[src/rtl/pattern_sequencer.sv]
// Frame-synchronous test-pattern sequencer: shows each pattern for a dwell period,
// inserts black frames between patterns, and supports manual advance requests.
module pattern_sequencer #(
  parameter int NUM_PATTERNS = 4,
  parameter int DWELL_FRAMES = 300,
  parameter int BLANK_FRAMES = 8
) (
  input  logic                            clk,
  input  logic                            rst,
  input  logic                            vsync,
  input  logic                            paused,
  input  logic                            auto_en,
  input  logic                            next_req,
  output logic [$clog2(NUM_PATTERNS)-1:0] pattern_sel,
  output logic                            blank,
  output logic                            frame_tick,
  output logic                            pattern_changed
);

  localparam int SW  = $clog2(NUM_PATTERNS);
  localparam int DCW = (DWELL_FRAMES > 1) ? $clog2(DWELL_FRAMES) : 1;
  localparam int BCW = (BLANK_FRAMES > 1) ? $clog2(BLANK_FRAMES) : 1;

  localparam logic [SW-1:0]  SEL_LAST   = SW'(NUM_PATTERNS - 1);
  localparam logic [DCW-1:0] DWELL_LAST = DCW'(DWELL_FRAMES - 1);
  localparam logic [BCW-1:0] BLANK_LAST = BCW'(BLANK_FRAMES - 1);

  typedef enum logic {
    SHOW  = 1'b0,
    BLANK = 1'b1
  } state_t;

  state_t         state_q, state_d;
  logic [SW-1:0]  sel_q, sel_d;
  logic [DCW-1:0] dwell_q, dwell_d;
  logic [BCW-1:0] blank_cnt_q, blank_cnt_d;
  logic           pending_q, pending_d;
  logic           vs_q, vs_d;
  logic           nr_q, nr_d;
  logic           primed_q, primed_d;
  logic           frame_tick_q, frame_tick_d;
  logic           changed_q, changed_d;
  logic           nr_edge;
  logic           go_blank;

  always_ff @(posedge clk) begin
    if (rst) begin
      state_q      <= SHOW;
      sel_q        <= '0;
      dwell_q      <= '0;
      blank_cnt_q  <= '0;
      pending_q    <= 1'b0;
      vs_q         <= 1'b1;
      nr_q         <= 1'b1;
      primed_q     <= 1'b0;
      frame_tick_q <= 1'b0;
      changed_q    <= 1'b0;
    end else begin
      state_q      <= state_d;
      sel_q        <= sel_d;
      dwell_q      <= dwell_d;
      blank_cnt_q  <= blank_cnt_d;
      pending_q    <= pending_d;
      vs_q         <= vs_d;
      nr_q         <= nr_d;
      primed_q     <= primed_d;
      frame_tick_q <= frame_tick_d;
      changed_q    <= changed_d;
    end
  end

  always_comb begin
    state_d     = state_q;
    sel_d       = sel_q;
    dwell_d     = dwell_q;
    blank_cnt_d = blank_cnt_q;
    vs_d        = vsync;
    nr_d        = next_req;
    primed_d    = 1'b1;
    changed_d   = 1'b0;
    go_blank    = 1'b0;

    // The first cycle after reset only reloads the edge-detect history, so a
    // vsync held low through reset cannot masquerade as a frame start.
    frame_tick_d = primed_q & vs_q & ~vsync;
    nr_edge      = primed_q & ~nr_q & next_req;

    case (state_q)
      SHOW: begin
        if (frame_tick_q) begin
          if (pending_q || (auto_en && !paused && (dwell_q == DWELL_LAST))) begin
            state_d  = BLANK;
            dwell_d  = '0;
            go_blank = 1'b1;
          end else if (!paused && (dwell_q != DWELL_LAST)) begin
            dwell_d = dwell_q + 1'b1;
          end
        end
      end
      BLANK: begin
        if (frame_tick_q) begin
          if (blank_cnt_q == BLANK_LAST) begin
            state_d     = SHOW;
            blank_cnt_d = '0;
            sel_d       = (sel_q == SEL_LAST) ? '0 : sel_q + 1'b1;
            changed_d   = 1'b1;
          end else begin
            blank_cnt_d = blank_cnt_q + 1'b1;
          end
        end
      end
      default: state_d = SHOW;
    endcase

    // A request arriving alongside the transition it would cause is absorbed by it.
    if (go_blank) begin
      pending_d = 1'b0;
    end else if (nr_edge) begin
      pending_d = 1'b1;
    end else begin
      pending_d = pending_q;
    end
  end

  assign pattern_sel     = sel_q;
  assign blank           = (state_q == BLANK);
  assign frame_tick      = frame_tick_q;
  assign pattern_changed = changed_q;

endmodule
[config.mk]
export PLATFORM = sky130hd
export DESIGN_NAME = pattern_sequencer
export DESIGN_NICKNAME = d
export VERILOG_FILES = /design/src/rtl/pattern_sequencer.sv
export SDC_FILE = /design/constraint.sdc
export NUM_CORES = 1
export LEC_CHECK = 0
export ABC_AREA = 1
export CORE_UTILIZATION = 54
export CTS_CLUSTER_DIAMETER = 50
export DETAILED_ROUTE_END_ITERATION = 7
export GPL_ROUTABILITY_DRIVEN = 0
export PLACE_DENSITY_LB_ADDON = 0.2
export SLEW_MARGIN = 10
export SYNTH_ARGS = -nofsm -noshare
export SYNTH_HDL_FRONTEND = slang
export SYNTH_SLANG_ARGS = --single-unit
[constraint.sdc]
create_clock -name clk -period 1.6 [get_ports clk]
set_input_delay 0.32 -clock clk [delete_from_list [all_inputs] [get_ports clk]]
set_output_delay 0.32 -clock clk [all_outputs]
set_load 0.02 [all_outputs]
==> out/metrics.cfg <==
[status]
status = finished clean

[placement]
dpl-instance-area_um2 = 1180
dp_cells = 177
port_buffers = 10
dp_hpwl_mm = 1.61

[critical_path]
worstPathMaxFanout = 9
critPathLaunchType = flip-flop
end_kind = flip-flop
cp_data_required_time_ps = 1810
critPathArrivalTime_ps = 1680
critPathKind = reg -> reg

[logic_synthesis]
yosysTopAreaCell = dfxtp_1
synth_flop_cell = dfxtp_1
synth_top_area_share_pct = 40.3
ys_warn_count = 0
syn_nets = 152
syn_avg_cell_area_um2 = 7.35
yosys.cell_types.count = 24
async_reset_ff_share_pct = 0
synthTopCellsByArea = dfxtp_1, nand2_1, nand3_1
syn_inst = 142
ys_ff_latch = 21
syn_area_um2 = 1040
ys_seq_area_share_pct = 40.3
synth_edf_count = 0

[clock_tree]
clk_latency_ps = 310
clock_path_buffers = 2
cts_sinks = 21
htreeDepth = 1
cts_tree = built
cts-buffers-inserted = 3
clkTransAtPathRegs_ps = 120
root_buffer = clkbuf_4
postCtsSetupRepairBufs = 0

[final_layout]
drive_above_1_share_pct = 10.9
fin_nets = 167
final_core_util_pct = 68.3
area_growth_pct = 15.5
fin_area_um2 = 1200
fillers = 165
diodes = 0
layoutNonFillerInstCount = 181

[drt]
route.detailed.wl_per_inst_um = 11.8
viasPerCell = 5.36
ant_nets = 0
dr.first_iter.drc_count = 15
drc = 0
drt_first_pass_iters = 4
routed_wl_mm = 2.14
num_vias = 971

[pwr]
p_per_area_nw_per_um2 = 706
p_leak_nw = 0.537
power_frac_comb_pct = 6.1
ir_worst_vdd_v = 0.000553
p_clk_share_pct = 31.1
power.switching_uw = 203
p_seq_share_pct = 62.8
p_sw_share_pct = 23.9
p_int_uw = 648

[die]
dieArea_um2 = 2110
start_util_pct = 59.1
die_w_um = 46.0
coreArea_um2 = 1760
rows = 15
io_pins = 11
dieHeight_um = 46.0

[timing]
fmax_mhz = 681
period_needed_ps = 1470
rsz0062_at_grt = false
max-slew-margin-rel_pct = 82.3
fin_setup_tns_ps = 0
fin_skew_ps = 7.05
setup_violations = 0
fin_crit_sh_pct = 91.8
hold_viol = 0
slew_viol_final = 0
fin_hold_ws_ps = 435
worstMarginPinSlew_ps = 265

[global_route]
grtUsageTotal_pct = 24.8
grt_pass1_vias = 849
grt_antenna_before_repair = 0
grt_start_max_net_pins = 14
overflow = 0
grt_pass1_wl_mm = 3.69

[worst_hold_path]
hp-class = reg -> reg

[flow_run]
cap_violations = 0

==> worst max-delay path: stages (launching register included) <==
cell and delay [ps]:
dfxtp_1 390, ha_1 210, nand2_1 110, nor2_2 150, nand3_2 110, nand2_2 150, nand2_4 100, nand3_1 90
a21oi_1 60
==> repair_timing <==
| action | 4_1_cts | 5_1_grt |
|---|---|---|
| resized for setup | 4 | 1 |
| setup endpoints to repair | 4 | 1 |
| endpoints found under the hold margin | 0 | 0 |
| hold buffers | 0 | 0 |
==> cell type report <==
class,count,area (um^2),share of cell area (%)
clock inverters,1,7.51,0.623
repair buffers,11,105,8.72
flip-flops and latches,21,420,34.9
clock buffers,3,22.5,1.87
inverters,14,52.6,4.36
well taps,25,31.3,2.60
multi-input cells,106,566,46.9
==> flip-flops by register name, summed over array words and instances (netlist names) <==
register         flops
blank_cnt_q          3
nr_q                 1
pending_q            1
dwell_q              9
pattern_changed      1
primed_q             1
blank                1
pattern_sel          2
frame_tick           1
vs_q                 1
==> per-layer routing <==
metal | GRT usage [%] | vias to the layer above | share of wire [%]
met4 | 10.0 | 0 | 1.3
met5 | 0 | - | 0
met1 | 30.5 | 435 | 47
met2 | 40.3 | 35 | 46
li1 | - | 497 | -
met3 | 6.75 | 4 | 5.3
==> cell usage after synthesis, drive strengths merged, types with 2 or more instances <==
library cell / count
xor2: 3
dfxtp: 21
nand3: 22
nor2: 19
nand2: 35
inv: 13
ha: 4
a21oi: 10
nor3: 6
o21ai: 2
==> through the flow <==
step	power [mW]	setup WS, ps
2_1_floorplan	0.574	317
3_3_place_gp	0.597	79.5
3_5_place_dp	0.599	29.0
4_1_cts	0.860	9.97
5_1_grt	0.896	4.04
6_report	0.851	132
==> worst paths after layout <==
path                            cells after the start         end  slack, ps  startpoint
worst max register to register                      8  dwell_q[1]        130  dwell_q[0]
worst min register to register                      2  frame_tick        440        vs_q
worst max-delay path                                8  dwell_q[1]        130  dwell_q[0]
worst min-delay path                                2  frame_tick        440        vs_q
==> power by group through the flow <==
stage / Combinational (mW) / Sequential, mW / Clock [mW]
detailed placement: 0.0527 / 0.546 / 0
global placement: 0.0515 / 0.546 / 0
floorplan: 0.0282 / 0.546 / 0
finish: 0.0518 / 0.534 / 0.265
CTS: 0.0522 / 0.534 / 0.274
global route: 0.0573 / 0.535 / 0.303
==> cell families after synthesis <==
| kind of cell | Yosys count | synth area share, % |
|---|---|---|
| and+or+nand+nor | 85 | 39.5 |
| DFF | 21 | 40.3 |
| buffers and inverters | 15 | 5.52 |
| AOI/OAI and AO/OA | 14 | 7.43 |
| adders and majority gates | 4 | 4.80 |
| xor gates and xnor gates | 3 | 2.52 |
==> cell usage in the layout, fill, tap and decap left out, drive strengths merged <==
cell type       n
a21oi          10
nor3b           1
dlymetal6s2s    1
clkinv          1
o21bai          1
nor3            6
nor2           19
clkinvlp        1
clkdlybuf4s50   5
dlygate4sd2     4
nand3b          1
xor2            3
ha              4
inv            13
o21ai           2
nand2          35
or2             1
dfxtp          21
o211a           1
nand3          22
buf             1
clkbuf          3
(Power assumes the default switching activity.)
